==> src/rtl/vram_arbiter.sv <==
// rtl/vram_arbiter.sv - single-port VRAM arbiter, VGA scanout over core load/store
// Optional core starvation guard: VRAM_ARB_STARVE_GUARD_EN
module vram_arbiter #(
    parameter int ADDR_W     = 16,
    parameter int DATA_W     = 8,
    parameter int STARVE_MAX = 8
) (
    input  logic              ExternalClk,
    input  logic              Reset,
    input  logic              vga_req,
    input  logic [ADDR_W-1:0] vga_addr,
    output logic              vga_valid,
    output logic [DATA_W-1:0] vga_data,
    input  logic              core_req,
    input  logic              core_we,
    input  logic [ADDR_W-1:0] core_addr,
    input  logic [DATA_W-1:0] core_wdata,
    output logic              core_ack,
    output logic [DATA_W-1:0] core_rdata,
    output logic [ADDR_W-1:0] ram_addr,
    output logic              ram_we,
    output logic [DATA_W-1:0] ram_wdata,
    input  logic [DATA_W-1:0] ram_rdata
);

    typedef enum logic [1:0] {
        OWN_NONE    = 2'd0,
        OWN_VGA     = 2'd1,
        OWN_CORE_RD = 2'd2,
        OWN_CORE_WR = 2'd3
    } owner_t;

    if (STARVE_MAX < 1 || STARVE_MAX > 255) begin : g_bad_starve_max
        $error("vram_arbiter: STARVE_MAX out of range 1..255");
    end

    owner_t            r_owner;
    owner_t            w_owner_next;
    logic              r_core_busy;
    logic [ADDR_W-1:0] r_ram_addr;
    logic [DATA_W-1:0] r_ram_wdata;
    logic [DATA_W-1:0] r_vga_data;
    logic [DATA_W-1:0] r_core_rdata;
    logic              w_core_elig;
    logic              w_force_core;
    logic              w_grant_vga;
    logic              w_grant_core;
    logic              w_vga_resp;
    logic              w_core_resp;

    assign w_core_elig = core_req & ~r_core_busy;

`ifdef VRAM_ARB_STARVE_GUARD_EN
    logic [7:0] r_starve_cnt;

    assign w_force_core = w_core_elig && (r_starve_cnt == 8'(STARVE_MAX));

    always_ff @(posedge ExternalClk) begin
        if (Reset || w_grant_core) begin
            r_starve_cnt <= 8'd0;
        end else if (w_core_elig && w_grant_vga && (r_starve_cnt != 8'(STARVE_MAX))) begin
            r_starve_cnt <= r_starve_cnt + 8'd1;
        end
    end
`else
    assign w_force_core = 1'b0;
`endif

    // Arbitration: nothing is issued while Reset is high, which also suppresses writes.
    always_comb begin
        w_grant_vga  = 1'b0;
        w_grant_core = 1'b0;
        w_owner_next = OWN_NONE;
        if (!Reset) begin
            if (vga_req && !w_force_core) begin
                w_grant_vga  = 1'b1;
                w_owner_next = OWN_VGA;
            end else if (w_core_elig) begin
                w_grant_core = 1'b1;
                w_owner_next = core_we ? OWN_CORE_WR : OWN_CORE_RD;
            end
        end
    end

    always_comb begin
        ram_addr  = r_ram_addr;
        ram_we    = 1'b0;
        ram_wdata = r_ram_wdata;
        if (w_grant_vga) begin
            ram_addr = vga_addr;
        end else if (w_grant_core) begin
            ram_addr  = core_addr;
            ram_we    = core_we;
            ram_wdata = core_wdata;
        end
    end

    // An in-flight slot is dropped when Reset lands on its response cycle.
    assign w_vga_resp  = (r_owner == OWN_VGA) && !Reset;
    assign w_core_resp = ((r_owner == OWN_CORE_RD) || (r_owner == OWN_CORE_WR)) && !Reset;

    assign vga_valid  = w_vga_resp;
    assign vga_data   = w_vga_resp ? ram_rdata : r_vga_data;
    assign core_ack   = w_core_resp;
    assign core_rdata = (w_core_resp && (r_owner == OWN_CORE_RD)) ? ram_rdata : r_core_rdata;

    always_ff @(posedge ExternalClk) begin
        if (Reset) begin
            r_owner <= OWN_NONE;
        end else begin
            r_owner <= w_owner_next;
        end
    end

    always_ff @(posedge ExternalClk) begin
        if (Reset) begin
            r_core_busy  <= 1'b0;
            r_ram_addr   <= '0;
            r_ram_wdata  <= '0;
            r_vga_data   <= '0;
            r_core_rdata <= '0;
        end else begin
            r_core_busy  <= w_grant_core;
            r_vga_data   <= vga_data;
            r_core_rdata <= core_rdata;
            if (w_grant_vga || w_grant_core) begin
                r_ram_addr <= ram_addr;
            end
            if (w_grant_core) begin
                r_ram_wdata <= core_wdata;
            end
        end
    end

endmodule

==> config.mk <==
export PLATFORM = sky130hd
export DESIGN_NAME = vram_arbiter
export DESIGN_NICKNAME = d
export VERILOG_FILES = /design/src/rtl/vram_arbiter.sv
export SDC_FILE = /design/constraint.sdc
export NUM_CORES = 1
export LEC_CHECK = 0
export CORE_UTILIZATION = 35
export DETAILED_ROUTE_END_ITERATION = 7
export DONT_BUFFER_PORTS = 1
export GPL_ROUTABILITY_DRIVEN = 1
export GPL_TIMING_DRIVEN = 1
export HOLD_SLACK_MARGIN = 0.05
export SYNTH_ARGS = -nofsm -noshare
export SYNTH_HDL_FRONTEND = slang
export SYNTH_SLANG_ARGS = --single-unit
export TNS_END_PERCENT = 1
==> constraint.sdc <==
create_clock -name ExternalClk -period 1.8 [get_ports ExternalClk]
set_input_delay 0.18 -clock ExternalClk [delete_from_list [all_inputs] [get_ports ExternalClk]]
set_output_delay 0.18 -clock ExternalClk [all_outputs]
set_load 0.02 [all_outputs]
* Word-level counts from Yosys, hierarchy flattened
Index checks and enable logic that the tools add are counted. Widths: inputs -> output; s select.
Operators by class: reduce and logical (&&, ||, !) cells 7, multiplexer cells 16, bitwise operators 3, equality and inequality tests 3
Operator list (number):
- $mux 16 | 2
- $mux 8 | 4
- $mux 1 | 10
- $eq 2x2->1 const B | 2
- $logic_and 1x1->1 | 3
- $reduce_or 3->1 | 1
- $eq 2x1->1 const B | 1
- $logic_or 1x1->1 | 2
- $not 1->1 | 2
- $and 1x1->1 | 1
- $logic_not 1->1 | 1
Word-level totals: output and inout bits 43, input bits 53, flip-flop bits (word level) 43

* Longest topological paths before layout
depth in word-level cells 7, depth in mapped cells 5, gate-level depth less buffers 3

* Worst setup path after synthesis
No wires, ideal clock.
path kind reg2out, start reg r_core_busy, end out ram_addr[0], path slack 0.327 ns, cell stages (with the launch flop) 6, arrival time 1.293 ns, cells stage by stage dfxtp_1 > nor2b_1 > buf_2 > clkbuf_1 > a31oi_1 > o22ai_1
Between the ends: longest elaborated chain between the ends 7
RTL lines:
- start: declaration | RTL line 39 | logic r_core_busy;
- start signal: assignment | RTL line 123 | r_core_busy <= w_grant_core;
- $not 1->1 | RTL line 51 | assign w_core_elig = core_req & ~r_core_busy;
- $and 1x1->1 | RTL line 51
- $mux 1 | RTL line 78 | end else if (w_core_elig) begin
- $mux 1 | RTL line 75 | if (vga_req && !w_force_core) begin
- $mux 1 | RTL line 74 | if (!Reset) begin
- $mux 16 | RTL line 91 | end else if (w_grant_core) begin
- $mux 16 | RTL line 89 | if (w_grant_vga) begin
- end: declaration | RTL line 20 | output logic [ADDR_W-1:0] ram_addr,
Every way passes these cells.

* Worst setup path after layout
start reg r_core_busy, end out ram_wdata[6]
Between the ends: longest elaborated chain between the ends 7
RTL lines:
- $not 1->1 | RTL line 51
- $and 1x1->1 | RTL line 51
- $mux 1 | RTL line 78
- $mux 1 | RTL line 75
- $mux 1 | RTL line 74
- $mux 8 | RTL line 91
- $mux 8 | RTL line 89
- end: declaration | RTL line 22 | output logic [DATA_W-1:0] ram_wdata,
Every way passes these cells.

==> flow_summary.toml <==
[clock_tree]
cts-root-buf = "clkbuf_8"
clk_pin_slew_ns = 0.08
cts_tree = "built"
cts_made_buffers = 5
clk_latency_ns = 0.29
numClockSinks = 43
cts.path.max_buffers = 2
htreeDepth = 2

[worst_hold_path]
min_to = "r_ram_addr[4]"
min_from = "core_addr[4]"
hold_path_class = "in -> reg"
hold_depth = 2

[placed_design]
place_worst_setup_slack_ns = 0.275
dpl.hpwl_mm = 3.13
placed_cell_area_um2 = 2200
io_buffers = 0
gp_congestion = 0.652

[setup_path]
regToRegStartpoint = "r_core_busy"
cp-start-kind = "flip-flop"
slowest_delay_ns = 0.42
endpoint_kind = "output port"
worstReg2RegEnd = "r_ram_addr[2]"
rrSetupSlack_ns = 0.13
cp_num_buf_inv = 1
cp_data_required_time_ns = 1.62
critPathTopFamily = "multiplexers"
crit_slowest_cell = "mux2_2"
critPathArrivalTime_ns = 1.57
reg2regPathDepth = 5
critPathKind = "reg -> out"
crit_chain = "nor4b_2 > buf_4 > mux2_2"
crit_fanout = 10

[synth]
synthTopCellsByCount = "dfxtp_1, nand2_1, nor2b_1"
synth.area.mux_share = 0.126
avgSynthCellArea_um2 = 9.06
synth_area_leader_cell = "dfxtp_1"
synth_top_area_share = 0.401
synth_top_flop_cell = "dfxtp_1"
synthesis.area_um2 = 2150
async_flop_share = 0
ys_ff_latch = 43
synth_top_family_by_area = "simple AND/OR/NAND/NOR gates"
yosys-top-cells-area = "dfxtp_1, mux2_2, nor2b_1, a311oi_1, o22a_1"
synth_edf_count = 0
synthCells = 237
synth_compound_area_frac = 0.177
synthXorXnorAreaFrac = 0
yosysWarnings = 0
syn_nets = 290
synth_most_common_cell = "dfxtp_1"
yosys.area_share.simple = 0.244
synth_adder_area_share = 0
ys_seq_area_frac = 0.401
synth_cell_types = 24

[outcome]
status = "complete, no violations"

[sta]
hold_viol = 0
period_minus_slack_ns = 1.75
worst_slack_ns = 0.0453
slew_violations = 0
period_share = 0.975
fin_skew_ns = 0.00323
max_slew.worst_pin.slew_ns = 0.415
fin_setup_tns_ns = 0
final-setup-viol-count = 0
fmax_ghz = 0.570
maxSlewHeadroom = 0.722

[finish]
final_layout_size_suffix_gt1_frac = 0.188
nets = 302
final_cell_area_um2 = 2550
diodes = 0
area_delta_synth_final_pct = 18.6

[floorplanning]
rows = 28
start_util = 0.363
ios = 96
die_x_um = 80.3
core_um2 = 5920
die_y_um = 80.3
dieArea_um2 = 6450

[drt]
drt_iter0_markers = 27
route.detailed.drc = 0
viasPerCell = 5.31
dr.pass1.iters = 4
routedWlPerCell_um = 15.7
num_vias = 1727
wirelength_mm = 5.09
drtAntennaViolNets = 0

[global_route]
gr-total-overflow = 0
grt_pass1_vias = 1720
grt_start_max_net_pins = 35
antenna_found_initial = 0
grt_pass1_wl_mm = 8.11
grt_usage = 0.164

[power_and_ir_drop]
leakage_nw = 1.02
vdd_drop_max_uv = 459
p_per_area_nw_per_um2 = 907

[flow_run]
drv_cap = 0
-- worst register-to-register path, cell delays in order, from the launching register on --
cell and delay [ns]:
dfxtp_1 0.40, nand2b_4 0.17, buf_6 0.17, nand2_1 0.07, a311oi_1 0.23, dlygate4sd3_1 0.57
-- metrics by stage --
step | total power (W) | std cells | hold slack, ns | utilization
3_5_place_dp | 0.00138 | 298 | 0.263 | 0.371
5_1_grt | 0.00242 | 325 | 0.0514 | 0.430
4_1_cts | 0.00234 | 324 | 0.0503 | 0.427
6_report | 0.00231 | 325 | 0.0575 | 0.430
2_1_floorplan | 0.00136 | 237 | 0.321 | -
3_3_place_gp | 0.00138 | 298 | 0.260 | 0.371
-- flip-flops by register name (all words and copies together), names as in the netlist --
name,cells
r_core_busy,1
r_core_rdata,8
r_owner,2
r_ram_addr,16
r_ram_wdata,8
r_vga_data,8
-- worst max-delay path by stage --
stage	startpoint	endpoint	cells after the start
floorplan	r_core_busy	ram_addr[0]	5
detailed placement	r_core_busy	r_ram_wdata[7]	4
global placement	r_core_busy	r_ram_wdata[6]	4
CTS	r_core_busy	r_ram_addr[2]	5
finish	r_core_busy	ram_wdata[6]	3
global route	r_core_busy	ram_wdata[6]	3
-- cell families (layout without fill, tap and decap cells) --
family / count (synthesis) / count (layout)
AO/OA/AOI/OAI: 50 / 50
buffers and inverters: 23 / 36
flip-flops: 43 / 43
multiplexers: 24 / 24
AND/OR/NAND/NOR: 97 / 97
-- final cells by class --
type | instances | area (µm²)
flip-flops and latches | 43 | 861
clock buffers | 6 | 72.6
multi-input cells | 171 | 1190
well taps | 75 | 93.8
fillers | 577 | 3370
repair buffers | 26 | 264
clock inverters | 2 | 60.1
inverters | 2 | 7.51
-- where the power goes --
part,leakage (nW),total [W],switching (W),internal (W)
clock,0.0654,0.000895,0.000341,0.000555
combinational,0.597,0.000396,0.000227,0.000169
sequential,0.353,0.00102,0.0000206,0.000997
-- layer usage --
metal  wire length (µm)  track usage  vias up  part of all wire
li1                   -            -      848                 -
met4                 71       0.0643        0             0.014
met5                  0            0        -                 0
met1               2280        0.199      797              0.45
met2               2300        0.274       74              0.45
met3                435       0.0455        8             0.085
-- placed cells by master, fill, tap and decap left out, drive strengths merged, types with 11 or more instances in the layout --
cell type and count:
nor2 17, mux2 24, dlygate4sd3 16, dfxtp 43
nor2b 30, a21oi 17, o22a 15, nand2 32
a311oi 16, and2b 11
-- repair_timing --
| item | 4_1_cts | 5_1_grt |
|---|---|---|
| hold buffers | 17 | 0 |
| setup endpoints to repair | 16 | 9 |
| endpoints found under the hold margin | 31 | 0 |
| pin swaps | 1 | 0 |
| buffers inserted | 1 | 1 |
| gates resized for setup | 0 | 2 |
(Power assumes the default switching activity.)
